--- src/rtl/hamming_decode_pkg.sv ---
// Shared Hamming(38,32) definitions: widths, parity positions
// and the payload/syndrome helpers used by encoder and decoder.
package hamming_pkg;

  localparam int CODE_W = 38;
  localparam int DATA_W = 32;
  localparam int SYN_W  = 6;
  localparam int PAR_N  = 6;

  localparam int PAR_K [PAR_N] = '{0, 1, 3, 7, 15, 31};

  typedef logic [CODE_W-1:0] code_t;
  typedef logic [DATA_W-1:0] data_t;
  typedef logic [SYN_W-1:0]  syn_t;

  localparam syn_t SYN_MAX = syn_t'(CODE_W);

  typedef struct packed {
    data_t data;
    syn_t  syn;
    logic  corr;
    logic  unc;
  } dec_t;

  function automatic logic is_parity(
    input int k
  );
    logic hit;
    hit = 1'b0;
    for (int i = 0; i < PAR_N; i++) begin
      if (PAR_K[i] == k) begin
        hit = 1'b1;
      end
    end
    return hit;
  endfunction

  function automatic data_t hamming_extract(
    input code_t code
  );
    data_t      d;
    logic [5:0] j;
    d = '0;
    j = '0;
    for (int k = 0; k < CODE_W; k++) begin
      if (!is_parity(k)) begin
        d[j[4:0]] = code[k];
        j = j + 6'd1;
      end
    end
    return d;
  endfunction

  function automatic syn_t hamming_syndrome(
    input code_t code
  );
    syn_t s;
    s = '0;
    for (int k = 0; k < CODE_W; k++) begin
      if (code[k]) begin
        s = s ^ syn_t'(k + 1);
      end
    end
    return s;
  endfunction

endpackage

--- src/rtl/hamming_decode_if.sv ---
// Stream bundle for the decoder: codeword in, corrected
// payload plus status out, each with a valid/ready pair.
interface hamming_decode_if;
  import hamming_pkg::*;

  logic  in_valid;
  logic  in_ready;
  code_t in_code;

  logic  out_valid;
  logic  out_ready;
  data_t out_data;
  syn_t  out_syndrome;
  logic  out_corrected;
  logic  out_uncorrectable;

  modport slave (
    input  in_valid,
    input  in_code,
    output in_ready,
    output out_valid,
    input  out_ready,
    output out_data,
    output out_syndrome,
    output out_corrected,
    output out_uncorrectable
  );

  modport master (
    output in_valid,
    output in_code,
    input  in_ready,
    input  out_valid,
    output out_ready,
    input  out_data,
    input  out_syndrome,
    input  out_corrected,
    input  out_uncorrectable
  );

endinterface

--- src/rtl/hamming_decode_err_counter.sv ---
// Saturating event counter with synchronous clear;
// clear beats a same-cycle increment.
module hamming_err_counter #(
  parameter int CNT_W = 16
) (
  input  logic             clk,
  input  logic             rst,
  input  logic             inc,
  input  logic             clr,
  output logic [CNT_W-1:0] count
);

  // count up on inc, stick at all-ones, zero on clr/rst
  always_ff @(posedge clk) begin
    if (rst || clr) begin
      count <= '0;
    end else if (inc && !(&count)) begin
      count <= count + CNT_W'(1);
    end
  end

endmodule

--- src/rtl/hamming_decode.sv ---
// Two-stage SEC decoder: S1 holds code+syndrome, S2 holds
// the corrected payload and flags; error counters on output.
module hamming_decode
  import hamming_pkg::*;
#(
  parameter int CNT_W = 16
) (
  input  logic             clk,
  input  logic             rst,
  hamming_decode_if.slave  bus,
  input  logic             clr_counts,
  output logic [CNT_W-1:0] corr_count,
  output logic [CNT_W-1:0] uncorr_count
);

  logic  s1_valid;
  code_t s1_code;
  syn_t  s1_syn;

  logic  s2_valid;
  dec_t  s2_q;

  logic  s1_adv;
  logic  s2_adv;
  logic  accept;
  logic  xfer;

  dec_t  fix;
  code_t fix_code;
  syn_t  idx;

  assign s2_adv = !s2_valid || bus.out_ready;
  assign s1_adv = s1_valid && s2_adv;
  assign accept = bus.in_valid && bus.in_ready;
  assign xfer   = s2_valid && bus.out_ready;

  assign bus.in_ready = !rst && (!s1_valid || s1_adv);

  // S1: capture the codeword and its syndrome
  always_ff @(posedge clk) begin
    if (rst) begin
      s1_valid <= 1'b0;
      s1_code  <= '0;
      s1_syn   <= '0;
    end else begin
      if (bus.in_ready) begin
        s1_valid <= bus.in_valid;
      end
      if (accept) begin
        s1_code <= bus.in_code;
        s1_syn  <= hamming_syndrome(bus.in_code);
      end
    end
  end

  // classify the syndrome, flip the flagged bit, extract
  always_comb begin
    fix      = '0;
    fix_code = s1_code;
    idx      = s1_syn - syn_t'(1);
    unique case (1'b1)
      (s1_syn == '0): begin
      end
      (s1_syn != '0 && s1_syn <= SYN_MAX): begin
        fix_code[idx] = ~fix_code[idx];
        fix.corr      = 1'b1;
      end
      (s1_syn > SYN_MAX): begin
        fix.unc = 1'b1;
      end
      default: begin
      end
    endcase
    fix.syn  = s1_syn;
    fix.data = hamming_extract(fix_code);
  end

  // S2: register result; hold while downstream stalls
  always_ff @(posedge clk) begin
    if (rst) begin
      s2_valid <= 1'b0;
      s2_q     <= '0;
    end else if (s2_adv) begin
      s2_valid <= s1_valid;
      if (s1_valid) begin
        s2_q <= fix;
      end
    end
  end

  assign bus.out_valid         = s2_valid;
  assign bus.out_data          = s2_q.data;
  assign bus.out_syndrome      = s2_q.syn;
  assign bus.out_corrected     = s2_q.corr;
  assign bus.out_uncorrectable = s2_q.unc;

  hamming_err_counter #(
    .CNT_W (CNT_W)
  ) u_corr (
    .clk   (clk),
    .rst   (rst),
    .inc   (xfer && s2_q.corr),
    .clr   (clr_counts),
    .count (corr_count)
  );

  hamming_err_counter #(
    .CNT_W (CNT_W)
  ) u_uncorr (
    .clk   (clk),
    .rst   (rst),
    .inc   (xfer && s2_q.unc),
    .clr   (clr_counts),
    .count (uncorr_count)
  );

endmodule
--- src/flat_wrapper.sv ---
// flat-port wrapper written by rule: the top's interface ports become plain ports
module hamming_decode_flat import hamming_pkg::*;
#(
  parameter int CNT_W = 16
)
  (clk, rst, clr_counts, corr_count, uncorr_count, bus_in_valid, bus_in_code, bus_in_ready, bus_out_valid, bus_out_ready, bus_out_data, bus_out_syndrome, bus_out_corrected, bus_out_uncorrectable);
  hamming_decode_if bus_i ();
  input  logic clk;
  input  logic rst;
  input  logic clr_counts;
  output logic [CNT_W-1:0] corr_count;
  output logic [CNT_W-1:0] uncorr_count;
  input wire logic [$bits(bus_i.in_valid)-1:0] bus_in_valid;
  input wire logic [$bits(bus_i.in_code)-1:0] bus_in_code;
  output wire logic [$bits(bus_i.in_ready)-1:0] bus_in_ready;
  output wire logic [$bits(bus_i.out_valid)-1:0] bus_out_valid;
  input wire logic [$bits(bus_i.out_ready)-1:0] bus_out_ready;
  output wire logic [$bits(bus_i.out_data)-1:0] bus_out_data;
  output wire logic [$bits(bus_i.out_syndrome)-1:0] bus_out_syndrome;
  output wire logic [$bits(bus_i.out_corrected)-1:0] bus_out_corrected;
  output wire logic [$bits(bus_i.out_uncorrectable)-1:0] bus_out_uncorrectable;
  assign bus_i.in_valid = bus_in_valid;
  assign bus_i.in_code = bus_in_code;
  assign bus_in_ready = bus_i.in_ready;
  assign bus_out_valid = bus_i.out_valid;
  assign bus_i.out_ready = bus_out_ready;
  assign bus_out_data = bus_i.out_data;
  assign bus_out_syndrome = bus_i.out_syndrome;
  assign bus_out_corrected = bus_i.out_corrected;
  assign bus_out_uncorrectable = bus_i.out_uncorrectable;
  hamming_decode #(.CNT_W(CNT_W)) u_core (.clk(clk), .rst(rst), .bus(bus_i), .clr_counts(clr_counts), .corr_count(corr_count), .uncorr_count(uncorr_count));
endmodule
--- config.mk ---
export PLATFORM = sky130hd
export DESIGN_NAME = hamming_decode_flat
export DESIGN_NICKNAME = d
export VERILOG_FILES = /design/src/rtl/hamming_decode_pkg.sv /design/src/rtl/hamming_decode_if.sv /design/src/rtl/hamming_decode_err_counter.sv /design/src/rtl/hamming_decode.sv /design/src/flat_wrapper.sv
export SDC_FILE = /design/constraint.sdc
export NUM_CORES = 1
export LEC_CHECK = 0
export ABC_AREA = 1
export BUFFER_PORTS_ARGS = -buffer_cell sky130_fd_sc_hd__buf_4
export CORE_MARGIN = 2
export CORE_UTILIZATION = 29
export CTS_CLUSTER_SIZE = 25
export DETAILED_ROUTE_END_ITERATION = 7
export GPL_TIMING_DRIVEN = 0
export PLACE_DENSITY = 0.59
export SYNTH_ARGS = -nofsm -noshare
export SYNTH_HDL_FRONTEND = slang
export SYNTH_SLANG_ARGS = --single-unit
--- constraint.sdc ---
create_clock -name clk -period 4.4 [get_ports clk]
set_clock_uncertainty 0.2 [all_clocks]
set_input_delay 0.66 -clock clk [delete_from_list [all_inputs] [get_ports clk]]
set_output_delay 0.66 -clock clk [all_outputs]
set_load 0.02 [all_outputs]
==> results.toml <==
[outcome]
status = "finished clean"

[power_and_ir_drop]
p_comb_frac = 0.273
power_density_nw_per_um2 = 427
leakage_nw = 3.84
p_sw_w = 0.00121
p_int_w = 0.00254
power_w = 0.00375
switching_share = 0.323
p_clk_frac = 0.417
power_frac_seq = 0.310
vdd_drop_max_v = 0.000267

[timing]
setup_viol = 0
period_needed_ns = 3.04
timing.final.hold_violations = 0
rsz0062_at_grt = "false"
clock.fmax_ghz = 0.329
fin_tns_setup_ns = 0
tightest_slew_ns = 0.657
finalMaxSlewViolations = 0
period_share = 0.690
slew_headroom = 0.562
setup_slack_ns = 1.36

[worst_setup_path]
cp_max_fo = 11
critPathArrivalTime_ns = 3.19
cp_data_required_time_ns = 4.55
start_kind = "register"
critPathKind = "reg2reg"
end_kind = "register"

[synthesis]
synth_ff_type = "dfxtp_1"
ys_warn_count = 0
synth_commonest_cells = "311 x nand2_1, 137 x inv_1, 125 x a21oi_1"
synth_compound_area_frac = 0.153
yosys.area_share.adder = 0.00728
synthSimpleGateAreaFrac = 0.282
synthCells = 1056
synth-seq-cells = 118
synth_xor_area_frac = 0.106
synth_area_leaders = "dfxtp_1 34%, nand2_1 17%, a21oi_1 9.1%, inv_1 7.5%, xnor2_1 6.6%"
post-synth-top-area-cell = "dfxtp_1"
synth.avg_cell_area_sq_um = 6.51
synthesis.area_sq_um = 6870
post-synth-top-count-cell = "nand2_1"
synth-edff-count = 0
synth_cell_type_count = 35
synth_top_family_by_area = "simple AND/OR/NAND/NOR gates"
synth_top_area_frac = 0.344
yosysSeqAreaShare = 0.344
syn_nets = 1103
synthMuxAreaShare = 0
synth-async-reset-ratio = 0

[detailed_routing]
drc_errors = 0
routedWlPerCell_um = 14.1
wl_met3_um = 1120
routed.top_layer = "met4"
met2WireLength_um = 9680
m1WireLength_um = 10200
drtPass1Iterations = 5
first_iter_violations = 408
vias_per_cell = 4.60
wl_um = 21500
ant_nets = 0
via_count = 6984

[die]
ioPinCount = 117
dieArea_sq_um = 25000
coreArea_sq_um = 23400
die_w_um = 158
rows = 56
die_h_um = 158
start_util = 0.294

[grt]
antenna_found_initial = 0
gr-total-overflow = 0
grt_start_max_net_pins = 17
track_usage = 0.172
grt_pass1_vias = 6314
grt_pass1_wl_um = 33000

[final_layout]
num_antenna_cells = 0
fillCellCount = 2578
drive_gt1_frac = 0.148
syn2layout_area_growth_pct = 27.6
fin_nets = 1234
final_area_sq_um = 8770

[clock_tree]
post-cts-setup-buffers = 0
cts_tree = "yes"
cts_sinks = 118
postCtsResizedCells = 0
ctsHtreeMaxLevel = 4
cts_buffers = 17
clockBufferDepth = 2
ctsRootBufferMaster = "clkbuf_16"
cts.clk_slew.worst_paths_ns = 0.05
hold_buffers = 0
clk_latency_ns = 0.42

[job]
maxCapViolations = 0

[place]
dpl_worst_slack_ns = 1.44
place_area_sq_um = 8110
io_buffers = 112
dp_hpwl_um = 16600
gp_congestion = 0.869

[hold_path]
hp-class = "reg2reg"
==> critical path: stages (launching register included) <==
cell and delay (ns):
dfxtp_1 0.30, buf_2 0.16, inv_4 0.08, buf_4 0.19, ha_1 0.39, inv_1 0.15
clkbuf_1 0.42, nand2_1 0.11, nand2_1 0.08, nand2_1 0.05, nand3_1 0.09, nand2_1 0.06
nand2_1 0.08, nand3_2 0.16, buf_6 0.19, nand2_1 0.06, nand2_1 0.08, a21oi_1 0.12
==> cell type report <==
class	count	area, sq um	share of cell area
buffer	45	203	0.0231
clock buffer	23	488	0.0556
clock inverter	9	170	0.0194
inverter	142	536	0.0610
multi-input combinational	751	3770	0.430
sequential	118	2360	0.269
tap	319	399	0.0455
timing repair buffer	112	841	0.0958
==> cells in the final DEF (no fill, tap or decap), types with 2 or more instances in the layout <==
master       n
nand2_1    311
nand3b_1     6
o21ai_1      3
clkinv_2     4
buf_2        6
nor3b_1      2
a21boi_0     2
o21ai_0     72
nand3_2      2
or2_2        3
xor2_1      25
nor2_4       3
buf_4      113
inv_1      137
inv_2        4
nand4_1      9
nand2_2      6
a21oi_1    125
xnor2_1     52
clkbuf_16   17
clkbuf_8     4
bufinv_16    5
clkbuf_1    37
nor4_1       2
dfxtp_1    118
nor2_1      50
ha_1         4
a211oi_1     2
nor3_1       7
nor2_2       2
nand3_1     56
xor2_4       2
buf_6        3
==> logic make-up (layout without fill, tap and decap cells) <==
| kind of cell | count (synthesis) | count (layout) |
|---|---|---|
| AOI/OAI and AO/OA | 207 | 207 |
| buffers and inverters | 187 | 331 |
| adders and majority gates | 4 | 4 |
| DFF | 118 | 118 |
| xor gates and xnor gates | 79 | 79 |
| and+or+nand+nor | 461 | 461 |
==> registers in the layout, summed over array words and instances, names as in the netlist <==
| signal | count |
|---|---|
| u_core.u_corr.count | 16 |
| u_core.bus.out_uncorrectable | 1 |
| u_core.bus.out_data | 32 |
| u_core.s1_code | 38 |
| u_core.u_uncorr.count | 16 |
| u_core.bus.out_corrected | 1 |
| u_core.bus.out_syndrome | 6 |
| u_core.s1_syn | 6 |
| u_core.s1_valid | 1 |
| u_core.bus.out_valid | 1 |
==> path summary, 6_finish.rpt <==
path | cells after the start | slack [ns] | endpoint | from
setup / recovery | 17 | 1.36 | u_core.bus.out_data[30]$_SDFFE_PP0P_ | u_core.s1_syn[0]$_SDFFE_PP0P_
hold / removal | 2 | 0.26 | u_core.s1_code[1]$_SDFFE_PP0P_ | u_core.s1_code[1]$_SDFFE_PP0P_
setup reg to reg | 17 | 1.36 | u_core.bus.out_data[30]$_SDFFE_PP0P_ | u_core.s1_syn[0]$_SDFFE_PP0P_
hold reg to reg | 2 | 0.26 | u_core.s1_code[1]$_SDFFE_PP0P_ | u_core.s1_code[1]$_SDFFE_PP0P_
==> through the flow <==
| stage | hold slack (ns) | util | instances |
|---|---|---|---|
| floorplan | 0.229 | - | 1056 |
| global placement | 0.249 | 0.347 | 1487 |
| detailed placement | 0.252 | 0.347 | 1487 |
| CTS | 0.252 | 0.375 | 1519 |
| global route | 0.280 | 0.375 | 1519 |
| finish | 0.260 | 0.375 | 1519 |
==> per-layer routing <==
| layer | GRT usage | up-vias |
|---|---|---|
| li1 | - | 3596 |
| met1 | 0.231 | 3157 |
| met2 | 0.280 | 204 |
| met3 | 0.0298 | 27 |
| met4 | 0.0579 | 0 |
| met5 | 0 | - |
==> power by group through the flow <==
stage | Sequential [W] | Clock (W) | Combinational, W
final | 0.00116 | 0.00156 | 0.00102
after global routing | 0.00117 | 0.00163 | 0.00112
after CTS | 0.00116 | 0.00159 | 0.00101
after detailed placement | 0.00118 | 0 | 0.00101
after global placement | 0.00118 | 0 | 0.00100
after floorplan | 0.00119 | 0 | 0.000717
No activity file was read; power rests on OpenSTA's default activity.
